==> src/rtl/arcade_input_cond.sv <==
// arcade_input_cond
//   Per-player input conditioner between the hps_io joystick words and the
//   game core CONTROLS buses. Each player's raw joystick bits are synchronised,
//   opposing directions are resolved, and the block adds timed autofire,
//   fixed-width coin pulses and a shared pause toggle. Outputs are
//   registered, active-low control words.
//
// Ports
//   clk_sys    in   1               system clock
//   reset_n    in   1               active-low reset; asserts asynchronously and
//                                   is expected to be released synchronously
//   joy_in     in   16*NUM_PLAYERS  raw joystick words, player p at [16p+15:16p]
//                                   bit 0 R, 1 L, 2 D, 3 U, 4 fire, 5 fast fire,
//                                   6 start1, 7 start2, 8 coin, 9 pause
//   ctrl_n     out  9*NUM_PLAYERS   player p at [9p+8:9p], core order
//                                   {coin,start2,start1,fire2,fire,up,down,left,right}
//   pause_out  out  1               pause request level
//   coin_busy  out  NUM_PLAYERS     high while that player's coin pulse runs
//
// The fast-fire button also drives fire2 directly, so cores with a second
// fire button still see it as a plain held button.

module arcade_player_cond #(
    parameter int SYNC_STAGES  = 2,
    parameter int AF_HALF      = 333_333,
    parameter int COIN_PULSE   = 2_000_000,
    parameter int SOCD_NEUTRAL = 1
) (
    input  logic        clk_sys,
    input  logic        reset_n,
    input  logic        edge_en,
    input  logic [15:0] joy,
    output logic [8:0]  ctrl_n,
    output logic        coin_busy,
    output logic        pause_rise
);
    localparam int AF_W = (AF_HALF > 1) ? $clog2(AF_HALF) : 1;
    localparam int CP_W = (COIN_PULSE > 1) ? $clog2(COIN_PULSE) : 1;

    typedef struct packed {
        logic coin, start2, start1, fire2, fire, up, down, left, right;
    } ctrl_t;

    logic [SYNC_STAGES-1:0][9:0] sync_q;
    logic [9:0]                  js;
    logic                        prev_ff, prev_coin, prev_pause;
    logic                        ff_rise, coin_rise;
    logic [AF_W-1:0]             af_cnt, af_cnt_nxt;
    logic                        af_phase, af_phase_nxt;
    logic [CP_W-1:0]             cp_cnt;
    logic                        coin_last, coin_start;
    logic                        lr_clash, ud_clash;
    ctrl_t                       act;
    ctrl_t                       ctrl_q;
    logic                        unused_hi;

    assign unused_hi = ^joy[15:10];

    always_ff @(posedge clk_sys or negedge reset_n) begin
        if (!reset_n) begin
            sync_q                            <= '0;
            {prev_pause, prev_coin, prev_ff}  <= '0;
        end else begin
            sync_q                            <= {sync_q[SYNC_STAGES-2:0], joy[9:0]};
            {prev_pause, prev_coin, prev_ff}  <= {js[9], js[8], js[5]};
        end
    end

    assign js = sync_q[SYNC_STAGES-1];

    // edge_en stays low until the synchroniser has flushed after reset, so a
    // button held through reset release is not seen as a press.
    assign ff_rise    = js[5] & ~prev_ff    & edge_en;
    assign coin_rise  = js[8] & ~prev_coin  & edge_en;
    assign pause_rise = js[9] & ~prev_pause & edge_en;

    // Autofire: phase is evaluated one step ahead so the first shot leaves
    // with the same latency as plain fire.
    always_comb begin
        af_cnt_nxt   = '0;
        af_phase_nxt = 1'b0;
        if (js[5]) begin
            if (ff_rise) begin
                af_phase_nxt = 1'b1;
            end else if (af_cnt == AF_W'(AF_HALF - 1)) begin
                af_phase_nxt = ~af_phase;
            end else begin
                af_cnt_nxt   = af_cnt + 1'b1;
                af_phase_nxt = af_phase;
            end
        end
    end

    always_ff @(posedge clk_sys or negedge reset_n) begin
        if (!reset_n) begin
            af_cnt   <= '0;
            af_phase <= 1'b0;
        end else begin
            af_cnt   <= af_cnt_nxt;
            af_phase <= af_phase_nxt;
        end
    end

    // Coin: a press landing in the final pulse cycle restarts the pulse
    // back-to-back; any other press while busy is dropped.
    assign coin_last  = coin_busy && (cp_cnt == CP_W'(COIN_PULSE - 1));
    assign coin_start = coin_rise && (!coin_busy || coin_last);

    always_ff @(posedge clk_sys or negedge reset_n) begin
        if (!reset_n) begin
            coin_busy <= 1'b0;
            cp_cnt    <= '0;
        end else if (coin_start) begin
            coin_busy <= 1'b1;
            cp_cnt    <= '0;
        end else if (coin_last) begin
            coin_busy <= 1'b0;
            cp_cnt    <= '0;
        end else if (coin_busy) begin
            cp_cnt    <= cp_cnt + 1'b1;
        end
    end

    always_comb begin
        lr_clash   = (SOCD_NEUTRAL != 0) && js[0] && js[1];
        ud_clash   = (SOCD_NEUTRAL != 0) && js[2] && js[3];
        act        = '0;
        act.right  = js[0] & ~lr_clash;
        act.left   = js[1] & ~lr_clash;
        act.down   = js[2] & ~ud_clash;
        act.up     = js[3] & ~ud_clash;
        act.fire   = js[4] | (js[5] & af_phase_nxt);
        act.fire2  = js[5];
        act.start1 = js[6];
        act.start2 = js[7];
        // next-state of coin_busy, so the coin bit tracks coin_busy exactly
        act.coin   = coin_start || (coin_busy && !coin_last);
    end

    always_ff @(posedge clk_sys or negedge reset_n) begin
        if (!reset_n) ctrl_q <= '1;
        else          ctrl_q <= ~act;
    end

    assign ctrl_n = ctrl_q;
endmodule

module arcade_input_cond #(
    parameter int NUM_PLAYERS  = 2,
    parameter int SYNC_STAGES  = 2,
    parameter int AF_HALF      = 333_333,
    parameter int COIN_PULSE   = 2_000_000,
    parameter int SOCD_NEUTRAL = 1
) (
    input  logic                     clk_sys,
    input  logic                     reset_n,
    input  logic [16*NUM_PLAYERS-1:0] joy_in,
    output logic [9*NUM_PLAYERS-1:0] ctrl_n,
    output logic                     pause_out,
    output logic [NUM_PLAYERS-1:0]   coin_busy
);
    logic [NUM_PLAYERS-1:0][15:0] joy_w;
    logic [NUM_PLAYERS-1:0][8:0]  ctrl_w;
    logic [NUM_PLAYERS-1:0]       pause_rise;
    logic [SYNC_STAGES:0]         vld_pipe;

    assign joy_w  = joy_in;
    assign ctrl_n = ctrl_w;

    // Fills with ones after reset; the top bit gates edge detection until
    // SYNC_STAGES+1 cycles have passed.
    always_ff @(posedge clk_sys or negedge reset_n) begin
        if (!reset_n) vld_pipe <= '0;
        else          vld_pipe <= {vld_pipe[SYNC_STAGES-1:0], 1'b1};
    end

    generate
        for (genvar p = 0; p < NUM_PLAYERS; p++) begin : g_player
            arcade_player_cond #(
                .SYNC_STAGES  (SYNC_STAGES),
                .AF_HALF      (AF_HALF),
                .COIN_PULSE   (COIN_PULSE),
                .SOCD_NEUTRAL (SOCD_NEUTRAL)
            ) u_player (
                .clk_sys    (clk_sys),
                .reset_n    (reset_n),
                .edge_en    (vld_pipe[SYNC_STAGES]),
                .joy        (joy_w[p]),
                .ctrl_n     (ctrl_w[p]),
                .coin_busy  (coin_busy[p]),
                .pause_rise (pause_rise[p])
            );
        end
    endgenerate

    // Several players pressing pause in the same cycle give one toggle.
    always_ff @(posedge clk_sys or negedge reset_n) begin
        if (!reset_n) pause_out <= 1'b0;
        else          pause_out <= pause_out ^ (|pause_rise);
    end
endmodule
==> config.mk <==
export PLATFORM = sky130hd
export DESIGN_NAME = arcade_input_cond
export DESIGN_NICKNAME = d
export VERILOG_FILES = /design/src/rtl/arcade_input_cond.sv
export SDC_FILE = /design/constraint.sdc
export NUM_CORES = 1
export LEC_CHECK = 0
export ABC_AREA = 1
export BUFFER_PORTS_ARGS = -buffer_cell sky130_fd_sc_hd__clkbuf_2
export CORE_ASPECT_RATIO = 2
export CORE_MARGIN = 2
export CORE_UTILIZATION = 37
export DETAILED_ROUTE_END_ITERATION = 7
export PLACE_DENSITY = 0.64
export SETUP_SLACK_MARGIN = 0.1
export SLEW_MARGIN = 15
export SYNTH_ARGS = -nofsm -noshare
export SYNTH_HDL_FRONTEND = slang
export SYNTH_SLANG_ARGS = --single-unit
export TNS_END_PERCENT = 50
==> constraint.sdc <==
create_clock -name clk_sys -period 1.9 [get_ports clk_sys]
set_clock_uncertainty 0.2 [all_clocks]
set_input_delay 0.19 -clock clk_sys [delete_from_list [all_inputs] [get_ports clk_sys]]
set_output_delay 0.19 -clock clk_sys [all_outputs]
set_load 0.005 [all_outputs]
# --- Word-level counts from Yosys, hierarchy flattened ---
# Index checks and enable logic that the tools add are counted.
# Widths: inputs -> output; s select.
classes:
  addsub: 4
  bitwise_logic: 39
  n_mux: 22
  eq_ne: 4
  n_reduce_logical: 23
ops:
  columns: ["cell", "count"]
  rows:
  - ["$mux 21", 6]
  - ["$mux 19", 6]
  - ["$add 21x1->21 const B", 2]
  - ["$eq 21x21->1 const B", 2]
  - ["$add 19x1->19 const B", 2]
  - ["$eq 19x19->1 const B", 2]
  - ["$and 1x1->1", 22]
  - ["$not 9->9", 2]
  - ["$not 1->1", 12]
  - ["$logic_and 1x1->1", 10]
  - ["$mux 1", 10]
  - ["$reduce_bool 3->1", 2]
  - ["$logic_not 1->1", 4]
  - ["$logic_or 1x1->1", 4]
  - ["$reduce_bool 2->1", 2]
  - ["$or 1x1->1", 2]
  - ["$reduce_or 2->1", 1]
  - ["$xor 1x1->1", 1]
totals:
  ff_bits: 152
  in_bits: 34
  elab_cells: 130

# --- Logic depth before layout (Yosys ltp) ---
# Gate-level depths: netlist (run 1).
logic_depth:
  ltp_word: 8
  mapped_depth: 10
  ltp_nobuf: 10

# --- Hierarchy ---
# From an unflattened synthesis (run 1), not the netlist that was laid out.
hier_totals:
  cells_unflattened: 755
  area_unflattened_um2: 6840.3
modules_own_cells:
  columns: ["mod", "area_each_um2", "cells_each", "instances"]
  rows:
  - ["arcade_player_cond at g_player[0].u_player", 3398.3, 380, 1]
  - ["arcade_player_cond at g_player[1].u_player", 3318.2, 365, 1]
  - ["arcade_input_cond", 123.9, 10, 1]

# --- Worst setup path after synthesis (run 1) ---
# OpenSTA, ideal clock, no wires.
synth_path:
  kind: "flip-flop to flip-flop"
  startpoint: "register g_player[0].u_player.cp_cnt[0]"
  endpoint: "register g_player[0].u_player.cp_cnt[18]"
  setup_ns: 0.117
  setup_slack_ns: 0.228
  path_buffers: 0
  arrival_time_ns: 1.355
  required_time_ns: 1.583
  period_less_slack_ns: 1.672
  stages_incl_launch_ff: 9
  path_cell_list: "dfrtp_1 -> ha_1 -> nand2_2 -> nor2_4 -> nand3_1 -> nor2_1 -> or2_2 -> nand3_1 -> nand2_1"
synth_via:
  elab_chain_len: 5
  word_cells_on_any_way: 9
  classes_between: "add/sub: 1; eq/ne: 1; mux: 3; reduce/logical: 4"
synth_rtl:
  columns: ["item", "line_no", "rtl"]
  rows:
  - ["from (decl)", "50", "logic [CP_W-1:0] cp_cnt;"]
  - ["from (signal assigned)", "120", "cp_cnt <= cp_cnt + 1'b1;"]
  - ["branches (longest 5 deep; another with $add 21x1->21)", null, null]
# Parallel ways; which one is timed is not known. The select of a mux whose other input is x is not followed.
# A chain may end at the register's enable or synchronous reset.

# --- Worst setup path after layout (run 1) ---
layout_path:
  startpoint: "register g_player[0].u_player.cp_cnt[1]"
  endpoint: "register g_player[0].u_player.cp_cnt[12]"
# The elaborated chain is that of the path after synthesis.

==> run_results.csv, run 1 <==
group,metric,value,unit
grt,grtUsageTotal,16.4,%
timing,fin_crit,1.77,ns
clock_network,cts_tree,"built",
yosys,avgSynthCellArea,8.89,µm²
power_and_ir_drop,pwr-share-clk,41.1,%
timing,final.period_utilization,93.3,%
final_layout,n_antenna_cell,0,
yosys,yosysSeqAreaShare,55.3,%
grt,antenna_found_initial,0,
power_and_ir_drop,swShare,26.7,%
grt,grt_max_degree,43,
yosys,synthTopCellsByArea,"dfrtp_1 (48%), nand2_1 (9.3%), dfstp_2 (6.8%)",
die,start_util,37.8,%
grt,global_route.usage.met3,3.11,%
run,maxCapViolations,0,
clock_network,cts_made_buffers,17,
clock_network,htree_levels,4,
final_layout,n_fill_cell,1704,
clock_network,cts_root_buffer,"clkbuf_16",
timing,rsz0062_at_grt,"yes",
die,pin_count,55,
die,std_cell_rows,70,
yosys,synth_cells,778,
worst_setup_path,cp_slowest_cell,"dfrtp_1",
final_layout,layout_commonest_cell,"nand2_1",
final_layout,fin_nets,923,
grt,first_global_vias,5776,
route,firstDrtPassIters,4,
grt,grtUsageMet2,31.7,%
final_layout,final_cell_mix,"nand2_1 (167), dfrtp_1 (131), nor2_1 (97)",
clock_network,clockBufferDepth,2,
power_and_ir_drop,pwr-share-comb,11.6,%
power_and_ir_drop,p_sw,2090,µW
final_layout,layout-drive-gt1-share,22.3,%
route,drc,0,
yosys,yosysWarnings,0,
worst_setup_path,crit_fanout,4,
place,dp_hpwl,10.7,mm
status,status,"complete, no violations",
timing,tightest_slew,0.510,ns
worst_setup_path,critPathMaxStageDelay,0.39,ns
final_layout,syn2layout_area_growth,23.8,%
power_and_ir_drop,leakagePower,0.00398,µW
route,vias_per_cell,4.82,
grt,grt_pass1_wl,25.6,mm
yosys,yosys.cell_types.count,39,
timing,setup_viol,0,
yosys,yosysTopAreaCell,"dfrtp_1",
route,ant_nets,0,
yosys,ys_seq_elements,152,
power_and_ir_drop,power.internal,5750,µW
timing,setup_tns,0,ns
route,drt_first_iter_violations,146,
timing,timing.hold.ws,0.0622,ns
grt,top_usage_layer,"met2",
grt,overflow,0,
timing,final_max_slew_viol_count,0,
die,core_area,0.0183,mm²
clock_network,cts.sinks,152,
worst_setup_path,cp_cell_sequence,"ha_2, nand2_2, nor2_4, nand2_2, nor2_4, buf_4, or2_2, nand3_1, nand2_1",
route,wl,14.8,mm
clock_network,clkLatencyLatePin,0.43,ns
yosys,netlist.area_leader.share,48.5,%
route,vias,5365,
worst_setup_path,worstSetupPathType,"flip-flop to flip-flop",
timing,finalHoldViolCount,0,
timing,fmax,564,MHz
worst_setup_path,worstPathRequired,2.03,ns
place,io_buffer_count,42,
yosys,synth_nets,818,
route,avgRoutedWirePerCell,13.3,µm
grt,grtUsageMet1,15.3,%
power_and_ir_drop,peakVddDrop,0.624,mV
yosys,yosys_most_used_dff,"dfrtp_1",
power_and_ir_drop,pwr_density_cell,916,mW/mm²
yosys,async_flop_share,100,%
die,die-area,0.0199,mm²
clock_network,clk_pin_slew,0.07,ns
die,die_w,101,µm
place,place_congestion,0.883,
worst_setup_path,startpoint_type,"flip-flop",
worst_setup_path,cp-end-kind,"flip-flop",
worst_hold_path,hold_path.class,"input port to asynchronous set/reset pin",
yosys,syn_area,0.00692,mm²
yosys,synth_edf_count,0,
timing,relSlewSlack,66.0,%
die,dieHeight,197,µm
worst_setup_path,cp_data_arrival_time,1.90,ns
power_and_ir_drop,power_frac_seq,47.3,%
## metrics by stage
stage	utilization [%]	total power (µW)	cell area, µm²	worst slack (ns)	instances
2_1_floorplan	-	4200	6920	0.228	778
3_3_place_gp	41.2	4480	7540	0.103	1048
3_5_place_dp	41.2	4510	7540	0.0675	1048
4_1_cts	45.6	7800	8360	0.106	1104
5_1_grt	46.8	8230	8560	0.0241	1112
6_report	46.8	7850	8560	0.127	1112
## routing by layer
| layer | wire [µm] | vias to the layer above |
|---|---|---|
| met5 | 0 | - |
| met4 | 639 | 0 |
| met3 | 335 | 43 |
| met2 | 8580 | 84 |
| met1 | 5220 | 2567 |
| li1 | - | 2671 |
## cells in the mapped netlist (6+ instances only)
| library cell | number |
|---|---|
| or2_2 | 6 |
| nand2_2 | 9 |
| nor2_4 | 8 |
| nand3_1 | 59 |
| a31oi_1 | 6 |
| inv_1 | 95 |
| nor2_1 | 106 |
| xor2_1 | 20 |
| a21oi_1 | 23 |
| o22ai_1 | 6 |
| nand2_1 | 172 |
| nor2_2 | 9 |
| o21ai_0 | 20 |
| nor3_1 | 15 |
| dfrtp_1 | 134 |
| nand4_1 | 11 |
| dfstp_2 | 18 |
| ha_1 | 6 |
## path summary, 6_finish.rpt
kind,from,to,slack [ns],depth (start not counted)
worst max-delay path,g_player[0].u_player.cp_cnt[1],g_player[0].u_player.cp_cnt[12],0.13,9
worst min-delay path,reset_n,g_player[0].u_player.af_cnt[2],0.06,2
worst max register to register,g_player[0].u_player.cp_cnt[1],g_player[0].u_player.cp_cnt[12],0.13,9
worst min register to register,g_player[0].u_player.sync_q[2],g_player[0].u_player.js[2],0.14,0
max in group asynchronous,reset_n,g_player[1].u_player.ctrl_n[8],0.82,3
min in group clk_sys,g_player[0].u_player.sync_q[2],g_player[0].u_player.js[2],0.14,0
## sequential cells by signal, indices dropped and copies added (netlist names)
signal,cells
pause_out,1
g_player.u_player.cp_cnt,42
g_player.u_player.ctrl_n,18
g_player.u_player.prev_coin,2
g_player.u_player.prev_ff,2
g_player.u_player.coin_busy,2
vld_pipe,3
g_player.u_player.sync_q,20
g_player.u_player.af_cnt,38
g_player.u_player.prev_pause,2
g_player.u_player.js,20
g_player.u_player.af_phase,2
## power groups by stage
stage               logic (µW)  clock network (µW)  registers (µW)
CTS                        814                3300            3690
floorplan                  488                   0            3710
global placement           743                   0            3740
detailed placement         768                   0            3740
finish                     908                3230            3710
global route              1040                3440            3750
## cell families after synthesis
| kind of cell | Yosys count | share of synthesized area, % |
|---|---|---|
| flops | 152 | 55.3 |
| xor+xnor | 25 | 3.16 |
| simple gates | 420 | 28.9 |
| compound gates | 65 | 5.15 |
| buf+inv | 109 | 6.35 |
| fa+ha+maj | 6 | 1.08 |
| other cells | 1 | 0.0542 |
## final cells by class
type	count	area, µm²	share of cell area [%]
Sequential cell	152	3830	44.7
Tap cell	216	270	3.16
Inverter	100	380	4.44
Multi-Input combinational cell	517	2800	32.7
Clock inverter	13	120	1.40
Clock buffer	19	443	5.17
Timing Repair Buffer	95	721	8.41
## critical path, delay by kind of cell, from the launching register on
family	cells	cell delay, ns
fa+ha+maj	1	0.21
buf+inv	1	0.12
flops	1	0.39
simple gates	7	0.75
## timing repair
action                                  4_1_cts  5_1_grt
endpoints found under the setup margin       22       54
pin swaps                                     6       10
endpoints found under the hold margin       157        0
buffers inserted                              3        8
hold buffers                                 21        0
resized for setup                             6       33
Note: power is estimated with default switching activity, not from simulation.
==> inputs of run 2 (changes only) <==
--- a/config.mk
+++ b/config.mk
@@ -5,7 +5,6 @@
 export SDC_FILE = /design/constraint.sdc
 export NUM_CORES = 1
 export LEC_CHECK = 0
-export ABC_AREA = 1
 export BUFFER_PORTS_ARGS = -buffer_cell sky130_fd_sc_hd__clkbuf_2
 export CORE_ASPECT_RATIO = 2
 export CORE_MARGIN = 2
==> run_results.csv, run 2 <==
group,metric,value,unit
yosys,yosys.cell_types.count,58,
die,die_w,96.9,µm
worst_setup_path,rr_endpoint,"g_player[1].u_player.cp_cnt[5]",
worst_setup_path,crit_fanout,5,
timing,fmax,468,MHz
worst_setup_path,r2r-start,"g_player[1].u_player.cp_cnt[12]",
final_layout,n_antenna_cell,0,
yosys,synth.most_common_cell,"dfrtp_1",
worst_setup_path,critical_path_buf_inv_count,2,
final_layout,syn2layout_area_growth,36.0,%
worst_setup_path,startpoint_type,"flip-flop",
grt,first_global_vias,4844,
yosys,avgSynthCellArea,11.0,µm²
route,ant_nets,0,
grt,grt_pass1_wl,22.7,mm
die,die-area,0.0184,mm²
final_layout,layout-drive-gt1-share,33.3,%
grt,antenna_found_initial,0,
yosys,yosys_most_used_dff,"dfrtp_1",
place,dp.cells,879,
die,dieHeight,190,µm
worst_setup_path,cp_num_cells,7,
clock_network,cts_made_buffers,17,
yosys,synth_nets,622,
yosys,netlist.area_leader.share,52.5,%
timing,setup_viol,36,
timing,final.period_utilization,113,%
die,core_area,0.0171,mm²
power_and_ir_drop,leakagePower,0.00380,µW
grt,grt_max_degree,48,
worst_setup_path,crit_path_start,"g_player[1].u_player.cp_cnt[12]",
timing,setup_tns,-6.20,ns
die,std_cell_rows,68,
timing,setup_slack,-0.238,ns
timing,final_max_slew_viol_count,0,
timing,finalHoldViolCount,0,
final_layout,fin_nets,768,
route,wl,13.7,mm
worst_setup_path,critPathMaxStageDelay,0.55,ns
timing,rsz0062_at_grt,"yes",
worst_hold_path,hold_path.class,"input port to asynchronous set/reset pin",
clock_network,clk_pin_slew,0.06,ns
route,vias,4856,
place,place_congestion,0.869,
yosys,synthTopCellsByArea,"dfrtp_1 (53%), dfstp_2 (7.4%), nor2_1 (3.8%)",
worst_setup_path,crit_family,"simple AND/OR/NAND/NOR gates",
grt,grtUsageTotal,15.0,%
yosys,yosysSeqAreaShare,60.0,%
yosys,ys_seq_elements,152,
clock_network,cts_tree,"built",
yosys,syn_area,0.00638,mm²
status,status,"finished with violations",
final_layout,instances_no_fill,951,
die,start_util,37.3,%
yosys,yosysTopAreaCell,"dfrtp_1",
timing,fin_crit,2.14,ns
final_layout,n_fill_cell,1438,
clock_network,cts_root_buffer,"clkbuf_16",
power_and_ir_drop,pwr_density_cell,922,mW/mm²
yosys,synth_cells,582,
clock_network,clockBufferDepth,2,
final_layout,final_cell_mix,"dfrtp_1 (133), buf_4 (63), nor2_1 (45)",
worst_setup_path,worstPathRequired,2.00,ns
worst_setup_path,r2r_cells,7,
clock_network,cts.sinks,152,
place,io_buffer_count,42,
clock_network,clkLatencyLatePin,0.42,ns
route,drt_first_iter_violations,122,
route,firstDrtPassIters,4,
final_layout,largest-register,"g_player.u_player.cp_cnt",
yosys,async_flop_share,100,%
power_and_ir_drop,peakVddDrop,0.768,mV
route,vias_per_cell,5.11,
worst_setup_path,cp_data_arrival_time,2.24,ns
final_layout,layout_commonest_cell,"dfrtp_1",
yosys,synth_edf_count,0,
clock_network,htree_levels,4,
worst_setup_path,cp_slowest_cell,"or4b_4",
run,maxCapViolations,0,
worst_setup_path,endpoint,"g_player[1].u_player.cp_cnt[5]",
status,violations,"negative setup slack",
final_layout,largest_reg_flops,42,
worst_setup_path,worstSetupPathType,"flip-flop to flip-flop",
worst_setup_path,cp-end-kind,"flip-flop",
place,dp_hpwl,8.37,mm
final_layout,reg.largest.list,"g_player.u_player.cp_cnt: 42 flops, g_player.u_player.af_cnt: 38 flops",
grt,overflow,0,
route,drc,0,
yosys,synth_common_cells,"dfrtp_1 (134), nor2_1 (64), nand2_1 (47)",
die,pin_count,55,
route,avgRoutedWirePerCell,14.4,µm
yosys,yosysWarnings,0,
worst_setup_path,r2r_slack,-0.24,ns
worst_setup_path,cp_cell_sequence,"or4b_4, nor4_4, buf_4, a21oi_4, buf_12, a21oi_2, o22ai_1",
[run 2: final cells by class]
cell class | instances | area [µm²] | share of cell area [%]
Sequential cell | 152 | 3830 | 44.1
Multi-Input combinational cell | 391 | 2720 | 31.4
Timing Repair Buffer | 140 | 1140 | 13.1
Clock buffer | 18 | 429 | 4.95
Tap cell | 210 | 263 | 3.03
Clock inverter | 14 | 198 | 2.28
Inverter | 26 | 97.6 | 1.12
[run 2: report_power, final]
group	total, µW	switching, µW	internal [µW]
logic	779	377	403
registers	3650	171	3480
clock network	3570	1360	2210
[run 2: metal layers]
metal	vias to the layer above	track usage [%]	share of wire, %	wire length, µm
met1	2393	19.8	44	6070
met3	20	3.60	4.2	577
met4	0	5.04	1.7	229
met5	-	0	0	0
met2	115	24.4	50	6830
li1	2328	-	-	-
[run 2: cells by family after synthesis]
group | count (synthesis) | synth area share, %
AO/OA/AOI/OAI | 77 | 7.65
XOR/XNOR | 39 | 5.35
adder cells (fa/ha/maj) | 6 | 1.18
buffers and inverters | 43 | 3.14
flip-flops | 152 | 60.0
multiplexers | 10 | 1.59
other | 1 | 0.0588
AND/OR/NAND/NOR | 254 | 21.1
[run 2: per-stage QoR]
step           area [µm²]  util, %  setup WS [ns]  hold slack [ns]  total power (µW)
2_1_floorplan        6450        -         -0.147           -0.306              4040
3_3_place_gp         7360     43.0         -0.250           -0.114              4360
3_5_place_dp         7360     43.0         -0.281           -0.114              4400
4_1_cts              8380     49.0         -0.219          0.00998              8060
5_1_grt              8680     50.7         -0.307           0.0439              8350
6_report             8680     50.7         -0.238           0.0156              8000
[run 2: worst min path at each step]
stage / start / end / cells after the start
2_1_floorplan: reset_n / g_player[0].u_player.af_cnt[0] / 0
3_3_place_gp: reset_n / g_player[0].u_player.af_cnt[11] / 1
3_5_place_dp: reset_n / g_player[0].u_player.af_cnt[11] / 1
4_1_cts: reset_n / g_player[1].u_player.af_cnt[6] / 2
5_1_grt: reset_n / g_player[1].u_player.af_cnt[6] / 2
6_report: reset_n / g_player[0].u_player.af_cnt[11] / 2
[run 2: what timing repair did]
action,CTS,global route
hold buffers,21,0
endpoints found under the hold margin,157,0
setup buffers,4,9
pin swaps,34,38
cloned,4,2
resized for setup,26,51
endpoints found under the setup margin,78,80
==> inputs of run 3 (changes only) <==
--- a/config.mk
+++ b/config.mk
@@ -12,7 +12,7 @@
 export DETAILED_ROUTE_END_ITERATION = 7
 export PLACE_DENSITY = 0.64
 export SETUP_SLACK_MARGIN = 0.1
-export SLEW_MARGIN = 15
+export SLEW_MARGIN = 20
 export SYNTH_ARGS = -nofsm -noshare
 export SYNTH_HDL_FRONTEND = slang
 export SYNTH_SLANG_ARGS = --single-unit
==> constraint.sdc (replaced) <==
create_clock -name clk_sys -period 1.9 [get_ports clk_sys]
set_clock_uncertainty 0.2 [all_clocks]
set_input_delay 0.095 -clock clk_sys [delete_from_list [all_inputs] [get_ports clk_sys]]
set_output_delay 0.095 -clock clk_sys [all_outputs]
set_load 0.005 [all_outputs]
==> run_results.csv, run 3 (synthesized netlist as in run 2, its figures left out) <==
group,metric,value,unit
place,place_congestion,0.803,
clock_network,clkLatencyLatePin,0.42,ns
worst_setup_path,worstSetupPathType,"flip-flop to flip-flop",
route,vias_per_cell,4.98,
final_layout,largest_reg_flops,42,
final_layout,n_antenna_cell,0,
status,status,"finished with violations",
die,die-area,0.0184,mm²
run,maxCapViolations,0,
route,wl,13.2,mm
status,violations,"negative setup slack",
power_and_ir_drop,swShare,24.9,%
final_layout,largest-register,"g_player.u_player.cp_cnt",
power_and_ir_drop,p_sw,1970,µW
route,firstDrtPassIters,5,
timing,setup_tns,-4.60,ns
place,io_buffer_count,42,
worst_setup_path,cp-end-kind,"flip-flop",
clock_network,clk_pin_slew,0.06,ns
worst_setup_path,worstPathRequired,2.01,ns
worst_hold_path,min_to,"g_player[1].u_player.sync_q[1]",
worst_setup_path,r2r_slack,-0.22,ns
power_and_ir_drop,pwr_density_cell,917,mW/mm²
route,met2_length,6.38,mm
grt,grtUsageTotal,15.1,%
worst_setup_path,cp_data_arrival_time,2.23,ns
die,core_area,0.0171,mm²
grt,antenna_found_initial,0,
clock_network,cts_tree,"built",
grt,first_global_vias,4886,
route,vias,4765,
route,ant_nets,0,
route,drt_first_iter_violations,192,
grt,overflow,0,
worst_setup_path,r2r-start,"g_player[1].u_player.cp_cnt[12]",
route,highest_layer,"met4",
power_and_ir_drop,power_frac_seq,45.8,%
route,wl_met1,6.18,mm
place,pre_cts_slack,-0.298,ns
power_and_ir_drop,pwr-share-comb,10.7,%
die,start_util,37.3,%
worst_hold_path,hold_path.class,"input port to flip-flop",
worst_hold_path,hold_start,"joy_in[17]",
timing,finalHoldViolCount,0,
timing,fin_crit,2.12,ns
final_layout,n_fill_cell,1500,
timing,final_max_slew_viol_count,0,
power_and_ir_drop,peakVddDrop,0.743,mV
final_layout,fin_nets,773,
timing,fmax,472,MHz
clock_network,htree_levels,4,
die,std_cell_rows,68,
timing,setup_viol,37,
worst_setup_path,r2r_cells,6,
route,drc,0,
final_layout,layout-drive-gt1-share,34.0,%
timing,final.period_utilization,112,%
final_layout,layout_commonest_cell,"dfrtp_1",
final_layout,syn2layout_area_growth,35.2,%
place,dp_hpwl,8.50,mm
worst_setup_path,crit_fanout,6,
route,dr_wl_met3,396,µm
timing,rsz0062_at_grt,"yes",
timing,setup_slack,-0.220,ns
final_layout,final_cell_mix,"dfrtp_1 (132), buf_4 (69), nor2_1 (51)",
grt,grt_pass1_wl,22.9,mm
power_and_ir_drop,power.internal,5940,µW
worst_setup_path,startpoint_type,"flip-flop",
route,avgRoutedWirePerCell,13.8,µm
final_layout,reg.largest.list,"g_player.u_player.cp_cnt: 42 flops, g_player.u_player.af_cnt: 38 flops",
clock_network,cts_made_buffers,17,
power_and_ir_drop,pwr-share-clk,43.5,%
grt,grt_max_degree,47,
worst_hold_path,holdPathStages,2,
clock_network,cts.sinks,152,
clock_network,cts_root_buffer,"clkbuf_16",
power_and_ir_drop,power,7910,µW
die,die_w,96.9,µm
die,dieHeight,190,µm
power_and_ir_drop,leakagePower,0.00379,µW
die,pin_count,55,
worst_setup_path,rr_endpoint,"g_player[1].u_player.cp_cnt[1]",
clock_network,clockBufferDepth,2,
[run 3: worst max path at each step]
stage,from,to,slack [ns],cells past startpoint
6_report,g_player[1].u_player.cp_cnt[12],g_player[1].u_player.cp_cnt[1],-0.22,6
5_1_grt,g_player[1].u_player.cp_cnt[12],g_player[1].u_player.cp_cnt[5],-0.30,7
4_1_cts,g_player[1].u_player.cp_cnt[14],g_player[1].u_player.cp_cnt[1],-0.23,6
3_5_place_dp,g_player[1].u_player.cp_cnt[12],g_player[1].u_player.cp_cnt[3],-0.30,6
3_3_place_gp,g_player[1].u_player.cp_cnt[12],g_player[1].u_player.cp_cnt[3],-0.22,6
2_1_floorplan,g_player[1].u_player.cp_cnt[12],g_player[1].u_player.cp_cnt[1],-0.15,5
[run 3: layer usage]
metal  track usage, %  up-vias
li1                 -     2339
met1             20.2     2333
met2             24.0       74
met3             3.31       19
met4             5.74        0
met5                0        -
[run 3: power by group through the flow]
stage	clock [µW]	sequential (µW)	combinational, µW
4_1_cts	3510	3620	836
2_1_floorplan	0	3680	356
6_report	3440	3630	847
3_3_place_gp	0	3670	754
3_5_place_dp	0	3680	785
5_1_grt	3640	3660	960
[run 3: layout make-up]
cell class | instances | area (µm²) | share of cell area [%]
timing repair buffer | 147 | 1150 | 13.3
clock inverter | 14 | 163 | 1.89
inverter | 26 | 97.6 | 1.13
sequential | 152 | 3830 | 44.4
multi-input combinational | 389 | 2690 | 31.2
tap | 210 | 263 | 3.05
clock buffer | 18 | 439 | 5.09
[run 3: metrics by stage]
stage	hold slack, ns	instance area, µm²	utilization (%)	std cells
after global placement	-0.164	7410	43.3	889
after CTS	0.105	8390	49.1	946
after global routing	0.114	8630	50.4	956
after floorplan	-0.401	6450	-	582
after detailed placement	-0.164	7410	43.3	889
final	0.119	8630	50.4	956
[run 3: critical path: stages (launching register included)]
cell and delay (ns):
dfrtp_1 0.38, or4b_4 0.55, nor4_4 0.26, buf_4 0.18, a21oi_4 0.09, buf_6 0.16, a22o_1 0.20
[run 3: timing repair]
item | 4_1_cts | 5_1_grt
endpoints found under the hold margin | 161 | 0
gates cloned | 1 | 2
buffers inserted | 2 | 8
resized for setup | 31 | 44
pin swaps | 33 | 22
endpoints found under the setup margin | 60 | 82
hold buffers | 22 | 0
